**src/rtl/mem_port_arbiter_pkg.sv**
```systemverilog
// mem_port_arbiter_pkg: command widths, header codes and arbiter state encoding
package mem_port_arbiter_pkg;
  localparam int TX_CMD_BITS = 4;
  localparam int ARB_STATE_BITS = 2;
  localparam logic [TX_CMD_BITS-1:0] TX_HEADER_WRITE_16 = 4'h1;
  localparam logic [TX_CMD_BITS-1:0] TX_HEADER_READ_16 = 4'h2;
  typedef enum logic [ARB_STATE_BITS-1:0] {
    ST_IDLE = 2'd0,
    ST_CMD  = 2'd1,
    ST_TX   = 2'd2,
    ST_RX   = 2'd3
  } arb_state_t;
endpackage

```
**src/rtl/mem_port_arbiter_if.sv**
```systemverilog
// mem_port_arbiter_if: two requester ports plus the shared memory_interface tx/rx channel
interface mem_port_arbiter_if #(parameter int IO_BITS = 2);
  logic p0_cmd_valid, p0_cmd_started, p0_tx_data_next, p0_tx_done;
  logic p0_rx_started, p0_rx_data_valid, p0_rx_done;
  logic [mem_port_arbiter_pkg::TX_CMD_BITS-1:0] p0_cmd;
  logic [IO_BITS-1:0] p0_tx_data;
  logic p1_cmd_valid, p1_cmd_started, p1_tx_data_next, p1_tx_done;
  logic p1_rx_started, p1_rx_data_valid, p1_rx_done;
  logic [mem_port_arbiter_pkg::TX_CMD_BITS-1:0] p1_cmd;
  logic [IO_BITS-1:0] p1_tx_data;
  logic tx_command_valid, tx_command_started, tx_data_next, tx_done;
  logic rx_started, rx_data_valid, rx_done;
  logic [mem_port_arbiter_pkg::TX_CMD_BITS-1:0] tx_command;
  logic [IO_BITS-1:0] tx_data;
  logic [1:0] grant;
  logic busy;
  modport slave (
    input  p0_cmd_valid, p0_cmd, p0_tx_data, p1_cmd_valid, p1_cmd, p1_tx_data,
    input  tx_command_started, tx_data_next, tx_done, rx_started, rx_data_valid, rx_done,
    output p0_cmd_started, p0_tx_data_next, p0_tx_done, p0_rx_started, p0_rx_data_valid, p0_rx_done,
    output p1_cmd_started, p1_tx_data_next, p1_tx_done, p1_rx_started, p1_rx_data_valid, p1_rx_done,
    output tx_command_valid, tx_command, tx_data, grant, busy
  );
  modport master (
    output p0_cmd_valid, p0_cmd, p0_tx_data, p1_cmd_valid, p1_cmd, p1_tx_data,
    output tx_command_started, tx_data_next, tx_done, rx_started, rx_data_valid, rx_done,
    input  p0_cmd_started, p0_tx_data_next, p0_tx_done, p0_rx_started, p0_rx_data_valid, p0_rx_done,
    input  p1_cmd_started, p1_tx_data_next, p1_tx_done, p1_rx_started, p1_rx_data_valid, p1_rx_done,
    input  tx_command_valid, tx_command, tx_data, grant, busy
  );
endinterface

```
**src/rtl/mem_port_arbiter_picker.sv**
```systemverilog
// mem_port_arbiter_picker: data-port priority with a bounded run before the fetch port wins
module mem_port_arbiter_picker #(
  parameter int MAX_DATA_RUN = 4,
  parameter int RUN_BITS = 3
) (
  input  logic                p0_valid,
  input  logic                p1_valid,
  input  logic [RUN_BITS-1:0] run,
  output logic [1:0]          pick
);
  assign pick[0] = p0_valid && (!p1_valid || run < RUN_BITS'(MAX_DATA_RUN));
  assign pick[1] = p1_valid && !pick[0];
endmodule

```
**src/rtl/mem_port_arbiter.sv**
```systemverilog
// mem_port_arbiter: shares one memory_interface tx/rx channel between the data and fetch ports
module mem_port_arbiter
  import mem_port_arbiter_pkg::*;
#(
  parameter int MAX_DATA_RUN = 4
) (
  input logic               clk,
  input logic               reset,
  mem_port_arbiter_if.slave bus
);
  localparam int RUN_BITS = $clog2(MAX_DATA_RUN + 1);
  arb_state_t state, state_n, st;
  logic [1:0] grant_q, grant_n, own, pick;
  logic [RUN_BITS-1:0] run, run_n;
  logic [TX_CMD_BITS-1:0] cmd_q, cmd_n, own_cmd;
  logic own_valid, started, tx_next, tx_fin, rx_st, rx_dv, rx_fin;
  mem_port_arbiter_picker #(.MAX_DATA_RUN(MAX_DATA_RUN), .RUN_BITS(RUN_BITS)) u_picker (
    .p0_valid(bus.p0_cmd_valid),
    .p1_valid(bus.p1_cmd_valid),
    .run(run),
    .pick(pick)
  );
  always_comb begin
    st = reset ? ST_IDLE : state;
    own = reset ? 2'b00 : grant_q;
    own_valid = own[1] ? bus.p1_cmd_valid : own[0] & bus.p0_cmd_valid;
    own_cmd = own[1] ? bus.p1_cmd : bus.p0_cmd;
    started = st == ST_CMD && own_valid && bus.tx_command_started;
    tx_next = st == ST_TX && bus.tx_data_next;
    tx_fin = st == ST_TX && bus.tx_done;
    rx_st = st == ST_RX && bus.rx_started;
    rx_dv = st == ST_RX && bus.rx_data_valid;
    rx_fin = st == ST_RX && bus.rx_done;
    bus.tx_command_valid = st == ST_CMD && own_valid;
    bus.tx_command = st == ST_CMD ? own_cmd : '0;
    bus.tx_data = st != ST_TX ? '0 : own[1] ? bus.p1_tx_data : bus.p0_tx_data;
    bus.p0_cmd_started = own[0] && started;
    bus.p0_tx_data_next = own[0] && tx_next;
    bus.p0_tx_done = own[0] && tx_fin;
    bus.p0_rx_started = own[0] && rx_st;
    bus.p0_rx_data_valid = own[0] && rx_dv;
    bus.p0_rx_done = own[0] && rx_fin;
    bus.p1_cmd_started = own[1] && started;
    bus.p1_tx_data_next = own[1] && tx_next;
    bus.p1_tx_done = own[1] && tx_fin;
    bus.p1_rx_started = own[1] && rx_st;
    bus.p1_rx_data_valid = own[1] && rx_dv;
    bus.p1_rx_done = own[1] && rx_fin;
    bus.grant = own;
    bus.busy = st != ST_IDLE;
  end
  always_comb begin
    state_n = state;
    grant_n = grant_q;
    run_n = run;
    cmd_n = cmd_q;
    unique case (state)
      ST_IDLE: begin
        state_n = pick != 2'b00 ? ST_CMD : ST_IDLE;
        grant_n = pick;
        run_n = !(pick[0] && bus.p1_cmd_valid) ? '0 : run == RUN_BITS'(MAX_DATA_RUN) ? run : run + 1'b1;
      end
      ST_CMD: begin
        state_n = !own_valid ? ST_IDLE : started ? ST_TX : ST_CMD;
        grant_n = own_valid ? grant_q : 2'b00;
        cmd_n = started ? own_cmd : cmd_q;
      end
      ST_TX: begin
        state_n = !bus.tx_done ? ST_TX : cmd_q == TX_HEADER_READ_16 ? ST_RX : ST_IDLE;
        grant_n = state_n == ST_IDLE ? 2'b00 : grant_q;
      end
      ST_RX: begin
        state_n = bus.rx_done ? ST_IDLE : ST_RX;
        grant_n = bus.rx_done ? 2'b00 : grant_q;
      end
      default: begin
        state_n = ST_IDLE;
        grant_n = 2'b00;
      end
    endcase
  end
  always_ff @(posedge clk) begin
    if (reset) begin
      state <= ST_IDLE;
      grant_q <= '0;
      run <= '0;
      cmd_q <= '0;
    end else begin
      state <= state_n;
      grant_q <= grant_n;
      run <= run_n;
      cmd_q <= cmd_n;
    end
  end
endmodule

```
**src/flat_wrapper.sv**
```systemverilog
// flat-port wrapper written by rule: the top's interface ports become plain ports
module mem_port_arbiter_flat import mem_port_arbiter_pkg::*;
#(
  parameter int MAX_DATA_RUN = 4
)
  (clk, reset, bus_p0_cmd_valid, bus_p0_cmd, bus_p0_tx_data, bus_p1_cmd_valid, bus_p1_cmd, bus_p1_tx_data, bus_tx_command_started, bus_tx_data_next, bus_tx_done, bus_rx_started, bus_rx_data_valid, bus_rx_done, bus_p0_cmd_started, bus_p0_tx_data_next, bus_p0_tx_done, bus_p0_rx_started, bus_p0_rx_data_valid, bus_p0_rx_done, bus_p1_cmd_started, bus_p1_tx_data_next, bus_p1_tx_done, bus_p1_rx_started, bus_p1_rx_data_valid, bus_p1_rx_done, bus_tx_command_valid, bus_tx_command, bus_tx_data, bus_grant, bus_busy);
  mem_port_arbiter_if #(.IO_BITS(2)) bus_i ();
  input logic clk;
  input logic reset;
  input wire logic [$bits(bus_i.p0_cmd_valid)-1:0] bus_p0_cmd_valid;
  input wire logic [$bits(bus_i.p0_cmd)-1:0] bus_p0_cmd;
  input wire logic [$bits(bus_i.p0_tx_data)-1:0] bus_p0_tx_data;
  input wire logic [$bits(bus_i.p1_cmd_valid)-1:0] bus_p1_cmd_valid;
  input wire logic [$bits(bus_i.p1_cmd)-1:0] bus_p1_cmd;
  input wire logic [$bits(bus_i.p1_tx_data)-1:0] bus_p1_tx_data;
  input wire logic [$bits(bus_i.tx_command_started)-1:0] bus_tx_command_started;
  input wire logic [$bits(bus_i.tx_data_next)-1:0] bus_tx_data_next;
  input wire logic [$bits(bus_i.tx_done)-1:0] bus_tx_done;
  input wire logic [$bits(bus_i.rx_started)-1:0] bus_rx_started;
  input wire logic [$bits(bus_i.rx_data_valid)-1:0] bus_rx_data_valid;
  input wire logic [$bits(bus_i.rx_done)-1:0] bus_rx_done;
  output wire logic [$bits(bus_i.p0_cmd_started)-1:0] bus_p0_cmd_started;
  output wire logic [$bits(bus_i.p0_tx_data_next)-1:0] bus_p0_tx_data_next;
  output wire logic [$bits(bus_i.p0_tx_done)-1:0] bus_p0_tx_done;
  output wire logic [$bits(bus_i.p0_rx_started)-1:0] bus_p0_rx_started;
  output wire logic [$bits(bus_i.p0_rx_data_valid)-1:0] bus_p0_rx_data_valid;
  output wire logic [$bits(bus_i.p0_rx_done)-1:0] bus_p0_rx_done;
  output wire logic [$bits(bus_i.p1_cmd_started)-1:0] bus_p1_cmd_started;
  output wire logic [$bits(bus_i.p1_tx_data_next)-1:0] bus_p1_tx_data_next;
  output wire logic [$bits(bus_i.p1_tx_done)-1:0] bus_p1_tx_done;
  output wire logic [$bits(bus_i.p1_rx_started)-1:0] bus_p1_rx_started;
  output wire logic [$bits(bus_i.p1_rx_data_valid)-1:0] bus_p1_rx_data_valid;
  output wire logic [$bits(bus_i.p1_rx_done)-1:0] bus_p1_rx_done;
  output wire logic [$bits(bus_i.tx_command_valid)-1:0] bus_tx_command_valid;
  output wire logic [$bits(bus_i.tx_command)-1:0] bus_tx_command;
  output wire logic [$bits(bus_i.tx_data)-1:0] bus_tx_data;
  output wire logic [$bits(bus_i.grant)-1:0] bus_grant;
  output wire logic [$bits(bus_i.busy)-1:0] bus_busy;
  assign bus_i.p0_cmd_valid = bus_p0_cmd_valid;
  assign bus_i.p0_cmd = bus_p0_cmd;
  assign bus_i.p0_tx_data = bus_p0_tx_data;
  assign bus_i.p1_cmd_valid = bus_p1_cmd_valid;
  assign bus_i.p1_cmd = bus_p1_cmd;
  assign bus_i.p1_tx_data = bus_p1_tx_data;
  assign bus_i.tx_command_started = bus_tx_command_started;
  assign bus_i.tx_data_next = bus_tx_data_next;
  assign bus_i.tx_done = bus_tx_done;
  assign bus_i.rx_started = bus_rx_started;
  assign bus_i.rx_data_valid = bus_rx_data_valid;
  assign bus_i.rx_done = bus_rx_done;
  assign bus_p0_cmd_started = bus_i.p0_cmd_started;
  assign bus_p0_tx_data_next = bus_i.p0_tx_data_next;
  assign bus_p0_tx_done = bus_i.p0_tx_done;
  assign bus_p0_rx_started = bus_i.p0_rx_started;
  assign bus_p0_rx_data_valid = bus_i.p0_rx_data_valid;
  assign bus_p0_rx_done = bus_i.p0_rx_done;
  assign bus_p1_cmd_started = bus_i.p1_cmd_started;
  assign bus_p1_tx_data_next = bus_i.p1_tx_data_next;
  assign bus_p1_tx_done = bus_i.p1_tx_done;
  assign bus_p1_rx_started = bus_i.p1_rx_started;
  assign bus_p1_rx_data_valid = bus_i.p1_rx_data_valid;
  assign bus_p1_rx_done = bus_i.p1_rx_done;
  assign bus_tx_command_valid = bus_i.tx_command_valid;
  assign bus_tx_command = bus_i.tx_command;
  assign bus_tx_data = bus_i.tx_data;
  assign bus_grant = bus_i.grant;
  assign bus_busy = bus_i.busy;
  mem_port_arbiter #(.MAX_DATA_RUN(MAX_DATA_RUN)) u_core (.clk(clk), .reset(reset), .bus(bus_i));
endmodule
```
**config.mk**
```make
export PLATFORM = sky130hd
export DESIGN_NAME = mem_port_arbiter_flat
export DESIGN_NICKNAME = d
export VERILOG_FILES = /design/src/rtl/mem_port_arbiter_pkg.sv /design/src/rtl/mem_port_arbiter_if.sv /design/src/rtl/mem_port_arbiter_picker.sv /design/src/rtl/mem_port_arbiter.sv /design/src/flat_wrapper.sv
export SDC_FILE = /design/constraint.sdc
export NUM_CORES = 1
export LEC_CHECK = 0
export ABC_AREA = 1
export CORE_AREA = 5 5 51 53
export DETAILED_ROUTE_END_ITERATION = 12
export DIE_AREA = 0 0 56 58
export PLACE_DENSITY = 0.8
export SYNTH_ARGS = -nofsm -noshare
export SYNTH_HDL_FRONTEND = slang
export SYNTH_SLANG_ARGS = --single-unit
```
**constraint.sdc**
```tcl
create_clock -name clk -period 1.6 [get_ports clk]
set_input_delay 0.16 -clock clk [delete_from_list [all_inputs] [get_ports clk]]
set_output_delay 0.16 -clock clk [all_outputs]
set_load 0.02 [all_outputs]
```
* Word-level counts from Yosys, hierarchy flattened
Index checks and enable logic that the tools add are counted.
** Operators by class
- Muxes and demuxes :: 20
- Add/sub/neg operators :: 1
- Equal/unequal tests :: 13
- Bitwise operators :: 1
- Reduce and logical (&&, ||, !) cells :: 32
- $lt $le $gt $ge :: 1
** Operator list (number)
- two-way mux 2 bit :: 12
- logical AND 1 bit :: 22
- one-hot mux 2 bit (4 select lines) :: 2
- == test 2 bit (second input constant) :: 4
- two-way mux 4 bit :: 2
- != test 2 bit (second input constant) :: 4
- two-way mux 3 bit :: 2
- == test 2 x 1 -> 1 bit (second input constant) :: 2
- == test 4 x 2 -> 1 bit (second input constant) :: 1
- logical NOT 2 bit :: 2
- AND reduction 2 bit :: 2
- nonzero test 2 bit :: 2
- adder 3 x 1 -> 3 bit (second input constant) :: 1
- == test 3 bit (second input constant) :: 1
- less-than comparator 3 bit (second input constant) :: 1
- AND reduction 3 bit :: 1
- logical NOT 1 bit :: 2
- two-way mux 1 bit :: 2
- != test 2 x 1 -> 1 bit (second input constant) :: 1
- bitwise AND 1 bit :: 1
- logical OR 1 bit :: 1
** Storage, ports and cells
- Input bits :: 22
- Register bits after elaboration :: 11
- Output and inout port bits :: 22
- Logic and storage cells :: 72

* Longest topological paths before layout
- Word-level depth :: 8
- Depth in mapped cells :: 8
- Depth with buffers taken out :: 8

* Cells and area by module
Synthesis repeated with hierarchy kept, for this count alone.
** Unflattened totals
- Cells, all modules :: 145
- Area, all modules :: 919.6 µm²
** Modules (own cells, without submodules)
- mem_port_arbiter :: instances 1, cells each 141, seq. area each 220.2 µm², area each 892.1 µm²
- mem_port_arbiter_picker :: instances 1, cells each 4, seq. area each 0.0 µm², area each 27.5 µm²

* Worst setup path before layout
Ideal clock, no wire load.
- Kind :: reg2out
- From :: register u_core.grant_q[1]
- To :: output port bus_p1_cmd_started
- Data arrival time :: 1.381 ns
- Stages on the path, launching flop included :: 9
- Buffers on the path :: 0
- Required time :: 1.440 ns
- Slack :: 0.059 ns
- Cells stage by stage :: dfxtp_1 > inv_2 > nor2_4 > nand2_2 > nand2_4 > nand2_1 > inv_1 > nand3_1 > inv_1
** On the way
- Word-level cells in the longest chain between the ends :: 5
** Ends and longest elaborated chain
- start: declaration :: line mem_port_arbiter.sv:13 : logic [1:0] grant_q, grant_n, own, pick;
- start signal: assignment :: line mem_port_arbiter.sv:90 : grant_q <= grant_n;
- two-way mux 2 bit :: line mem_port_arbiter.sv:25 : own = reset ? 2'b00 : grant_q;
- net bus_grant[1] :: line flat_wrapper.sv:37 : output wire logic [$bits(bus_i.grant)-1:0] bus_grant;
- two-way mux 1 bit :: line mem_port_arbiter.sv:26 : own_valid = own[1] ? bus.p1_cmd_valid : own[0] & bus.p0_cmd_valid;
- logical AND 1 bit
- net bus_tx_command_valid :: line flat_wrapper.sv:34 : output wire logic [$bits(bus_i.tx_command_valid)-1:0] bus_tx_command_valid;
- logical AND 1 bit :: line mem_port_arbiter.sv:28 : started = st == ST_CMD && own_valid && bus.tx_command_started;
- logical AND 1 bit :: line mem_port_arbiter.sv:43 : bus.p1_cmd_started = own[1] && started;
- end: declaration :: line flat_wrapper.sv:28 : output wire logic [$bits(bus_i.p1_cmd_started)-1:0] bus_p1_cmd_started;
The timed path passes the listed nets, and every way through them passes these cells.

* Worst setup path after layout
- From :: input port reset
- To :: output port bus_p1_cmd_started
** On the way
- Word-level cells in the longest chain between the ends :: 6
- Elaborated cells between the ends (all ways) :: 8
- Those cells by class :: 1 x eq/ne; 3 x mux; 1 x bitwise; 3 x reduce/logical
** Ends and longest elaborated chain
- start: declaration :: line flat_wrapper.sv:9 : input logic reset;
- two-way mux 2 bit :: line mem_port_arbiter.sv:25
- bitwise AND 1 bit :: line mem_port_arbiter.sv:26
- two-way mux 1 bit :: line mem_port_arbiter.sv:26
- logical AND 1 bit (2 in series) :: line mem_port_arbiter.sv:28
- logical AND 1 bit (*) :: line mem_port_arbiter.sv:43
Every way passes the cells marked *; elsewhere a longest branch is shown, timed or not.

==> results.txt <==
The post-DP HPWL is 2450 um. The transition time at the pin with the least slew margin is 0.384 ns. The final design utilization is 0.698.

The number of fill cells is 191. In this run the worst path has a maximum fanout of 7. The design draws roughly 0.68 mW. The final-report max-slew violation count is 0. The post-CTS setup repair buffer count is 0. In this run the tightest slew margin relative to its limit is 0.742. The clock passes through at most 2 buffers. The total nets after synthesis came out at 168.

Across the run, the number of max-cap violations was 0. The critical path data required time came out at about 1.4 ns. The total area of sequential cells came out at 221 sq um. The maximum cell stage delay along the critical path is 0.41 ns. The maximum level of the CTS H-tree came out at 1. 0 antenna diodes ended up in the layout. The boundary pin count is 44. The maximum ir drop on the vdd rail is roughly 0.47 mV. The largest net degree at the start of global routing came out at 11. The worst path in the final design needs a cycle of 1.58 ns, including I/O delays and setup.

Data on the critical path arrives at its endpoint at ~1.4 ns. For this run the aggregate overflow at the end of global routing stands at 0. For this run, the number of Yosys warnings is 0. The worst-skew pair later-pin latency is 0.26 ns. The initial core utilization is 0.400. The cell count after synthesis is 144. For this run, the register share of the synthesized area comes to 0.262. For this block, the initial DRC count from the detailed router was 22. After detailed placement, the total cell area comes to about 0.0015 sq mm.

The final wirelength came out at 2990 um. The wire length of the first global-routing pass is 4940 um. The multi-input gate area in the final layout is approximately 540 sq um. On the critical path, the stage with the largest delay is an instance of clkdlybuf4s50_1. The layout cell share with drive strength beyond 1 came out at 0.284.

The area growth from synthesis to layout is 74.4%. In this run, post-CTS hold repair placed 0 buffers. The post-synthesis average cell area came out at 5.85 sq um. The routed wirelength normalized by instance count is 12.3 um. The share of synthesized area in the top cell type comes to 0.262. The run finished with clean final reports. The number of antenna violations at the first check in global routing came out at 0. Walking the worst path, the cells encountered are clkdlybuf4s50_1 > buf_6 > nor2_4 > nand2_2 > nand2_4 > nand2_1 > inv_1 > nand3_1 > inv_1 > buf_4.

The number of vias in the routed layout is 1153. The cell seen most often among critical-path stages is inv_1. The clock transition at the register clock pins on the worst setup and hold paths after CTS came out at 0.07 ns. The root buffer cell is clkbuf_4.

The routed via count divided by cell count came out at about 4.7. The overall global routing resource usage is 0.189. For this run, the post-layout net count is 240. In the finished design, the share of the clock period the worst path needs comes to 0.989. The die boundary height came out at 58 um. The synthesized area is 842 sq um. The clock tree skew after final layout came out at 0.00174 ns. The residual DRC count is 0. Ranked by total cell area, the synthesized netlist is headed by dfxtp_1, nand2_1, nor2_1. Counting distinct cell types in the post-synthesis netlist gives 21.

The number of sinks driven by the clock tree came out at 11. The number of hold-slack violations in the final timing report is 0. STA classifies the critical path endpoint as an output port. The detailed-router iteration count before antenna repair is 4. The power density relative to cell area came out at 465 mW/mm^2.

The area of the placeable core is 0.00211 sq mm. The finished cells cover approximately 0.0015 sq mm. The static leakage came out at roughly 0.76 nW. The placer congestion estimate came out at 0.923. The combined buffer and inverter count along the critical path came out at 5. The synthesized design spends more area on one cell type than any other, namely dfxtp_1. The number of synthesized register bits is 11. The kind of cell with the highest combined delay along the critical path is buffers and inverters. The TritonCTS clock tree is yes.

The number of global-route vias before repair is 1102. The count of antenna-violating nets left after detailed routing came out at 0. By startpoint and endpoint, the worst setup path is classified as primary input to output port.

The number of buffers added on ports is 43. The maximum clock frequency is 0.632 GHz. Setup repair after global routing could not meet its margin everywhere.

The number of setup violations in the final report is 0. The area of the die came out at 0.00325 sq mm. The clock buffer count from CTS came out at 3.

The path class of the tightest hold or removal check is flip-flop to flip-flop. From left edge to right edge, the die measures 56 um. STA classifies the critical path startpoint as a primary input. The count of standard-cell rows is 17.
-- synth_stat cells --
cell,number
nand2_1,36
nor2_1,32
inv_1,26
dfxtp_1,11
nand3_1,8
nand3b_1,5
a21oi_1,4
nand4_1,4
o21ai_0,3
ha_1,2
inv_2,2
nor3_1,2
buf_2,1
nand2_2,1
nand2_4,1
nand3_4,1
nor2_2,1
nor2_4,1
nor3_4,1
o2111ai_1,1
o22ai_1,1
-- cell type report --
class                           count  share of cell area
Timing Repair Buffer               68               0.370
Multi-Input combinational cell    104               0.365
Sequential cell                    11               0.151
Inverter                           28              0.0733
Tap cell                           28              0.0239
Clock buffer                        4              0.0179
-- worst paths after layout --
path,startpoint,end,slack (ns),cells past startpoint
worst min-delay path,u_core.run[0],u_core.run[0],0.51,2
worst max-delay path,reset,bus_p1_cmd_started,0.02,10
worst max register to register,u_core.state[1],u_core.grant_q[1],0.26,6
worst min register to register,u_core.run[0],u_core.run[0],0.51,2
-- power breakdown --
group / switching (mW) / internal [mW]
logic: 0.0980 / 0.112
clock network: 0.0897 / 0.0964
registers: 0.00520 / 0.281
-- cells by family (layout without fill, tap and decap cells) --
kind of cell	after synthesis	in the layout	synth area share
adders and majority gates	2	2	0.0297
AOI/OAI and AO/OA	9	9	0.0594
DFF	11	11	0.262
buffers and inverters	29	100	0.131
and+or+nand+nor	93	93	0.519
-- tightest hold or removal path: cells and delay by family, from the launching register on --
kind | cells | cell delay (ns)
DFF | 1 | 0.33
and+or+nand+nor | 2 | 0.14
-- routing by layer --
metal	part of all wire	routed length, um	track usage
met1	0.44	1310	0.218
met2	0.49	1470	0.347
met3	0.064	192	0.0401
met4	0.0047	14	0.0610
met5	0	0	0
-- metrics by stage --
| step | std cells | hold WS, ns | setup slack (ns) | TNS (ns) |
|---|---|---|---|---|
| floorplan | 144 | 0.333 | 0.0591 | 0 |
| global placement | 239 | 0.464 | -0.434 | -7.41 |
| detailed placement | 239 | 0.495 | -0.485 | -8.08 |
| CTS | 243 | 0.506 | -0.00445 | -0.00584 |
| global route | 243 | 0.534 | -0.0666 | -0.256 |
| finish | 243 | 0.505 | 0.0179 | 0 |
-- state kept, by name, indices dropped and copies added (netlist names) --
name	cells
u_core.grant_q	2
u_core.state	2
u_core.cmd_q	4
u_core.run	3
-- repair_timing --
item,in CTS,in global routing
endpoints found under the setup margin,22,18
hold endpoints to repair,0,0
cloned,0,0
gates resized for setup,75,22
-- cells in the final DEF (no fill, tap or decap), drive strengths merged --
| cell type | instances |
|---|---|
| buf | 44 |
| nand2 | 38 |
| nor2 | 34 |
| inv | 28 |
| clkdlybuf4s50 | 21 |
| dfxtp | 11 |
| nand3 | 9 |
| nand3b | 5 |
| a21oi | 4 |
| nand4 | 4 |
| clkbuf | 4 |
| o21ai | 3 |
| dlygate4sd2 | 3 |
| nor3 | 3 |
| ha | 2 |
| o22ai | 1 |
| o2111ai | 1 |
(Power assumes the default switching activity.)
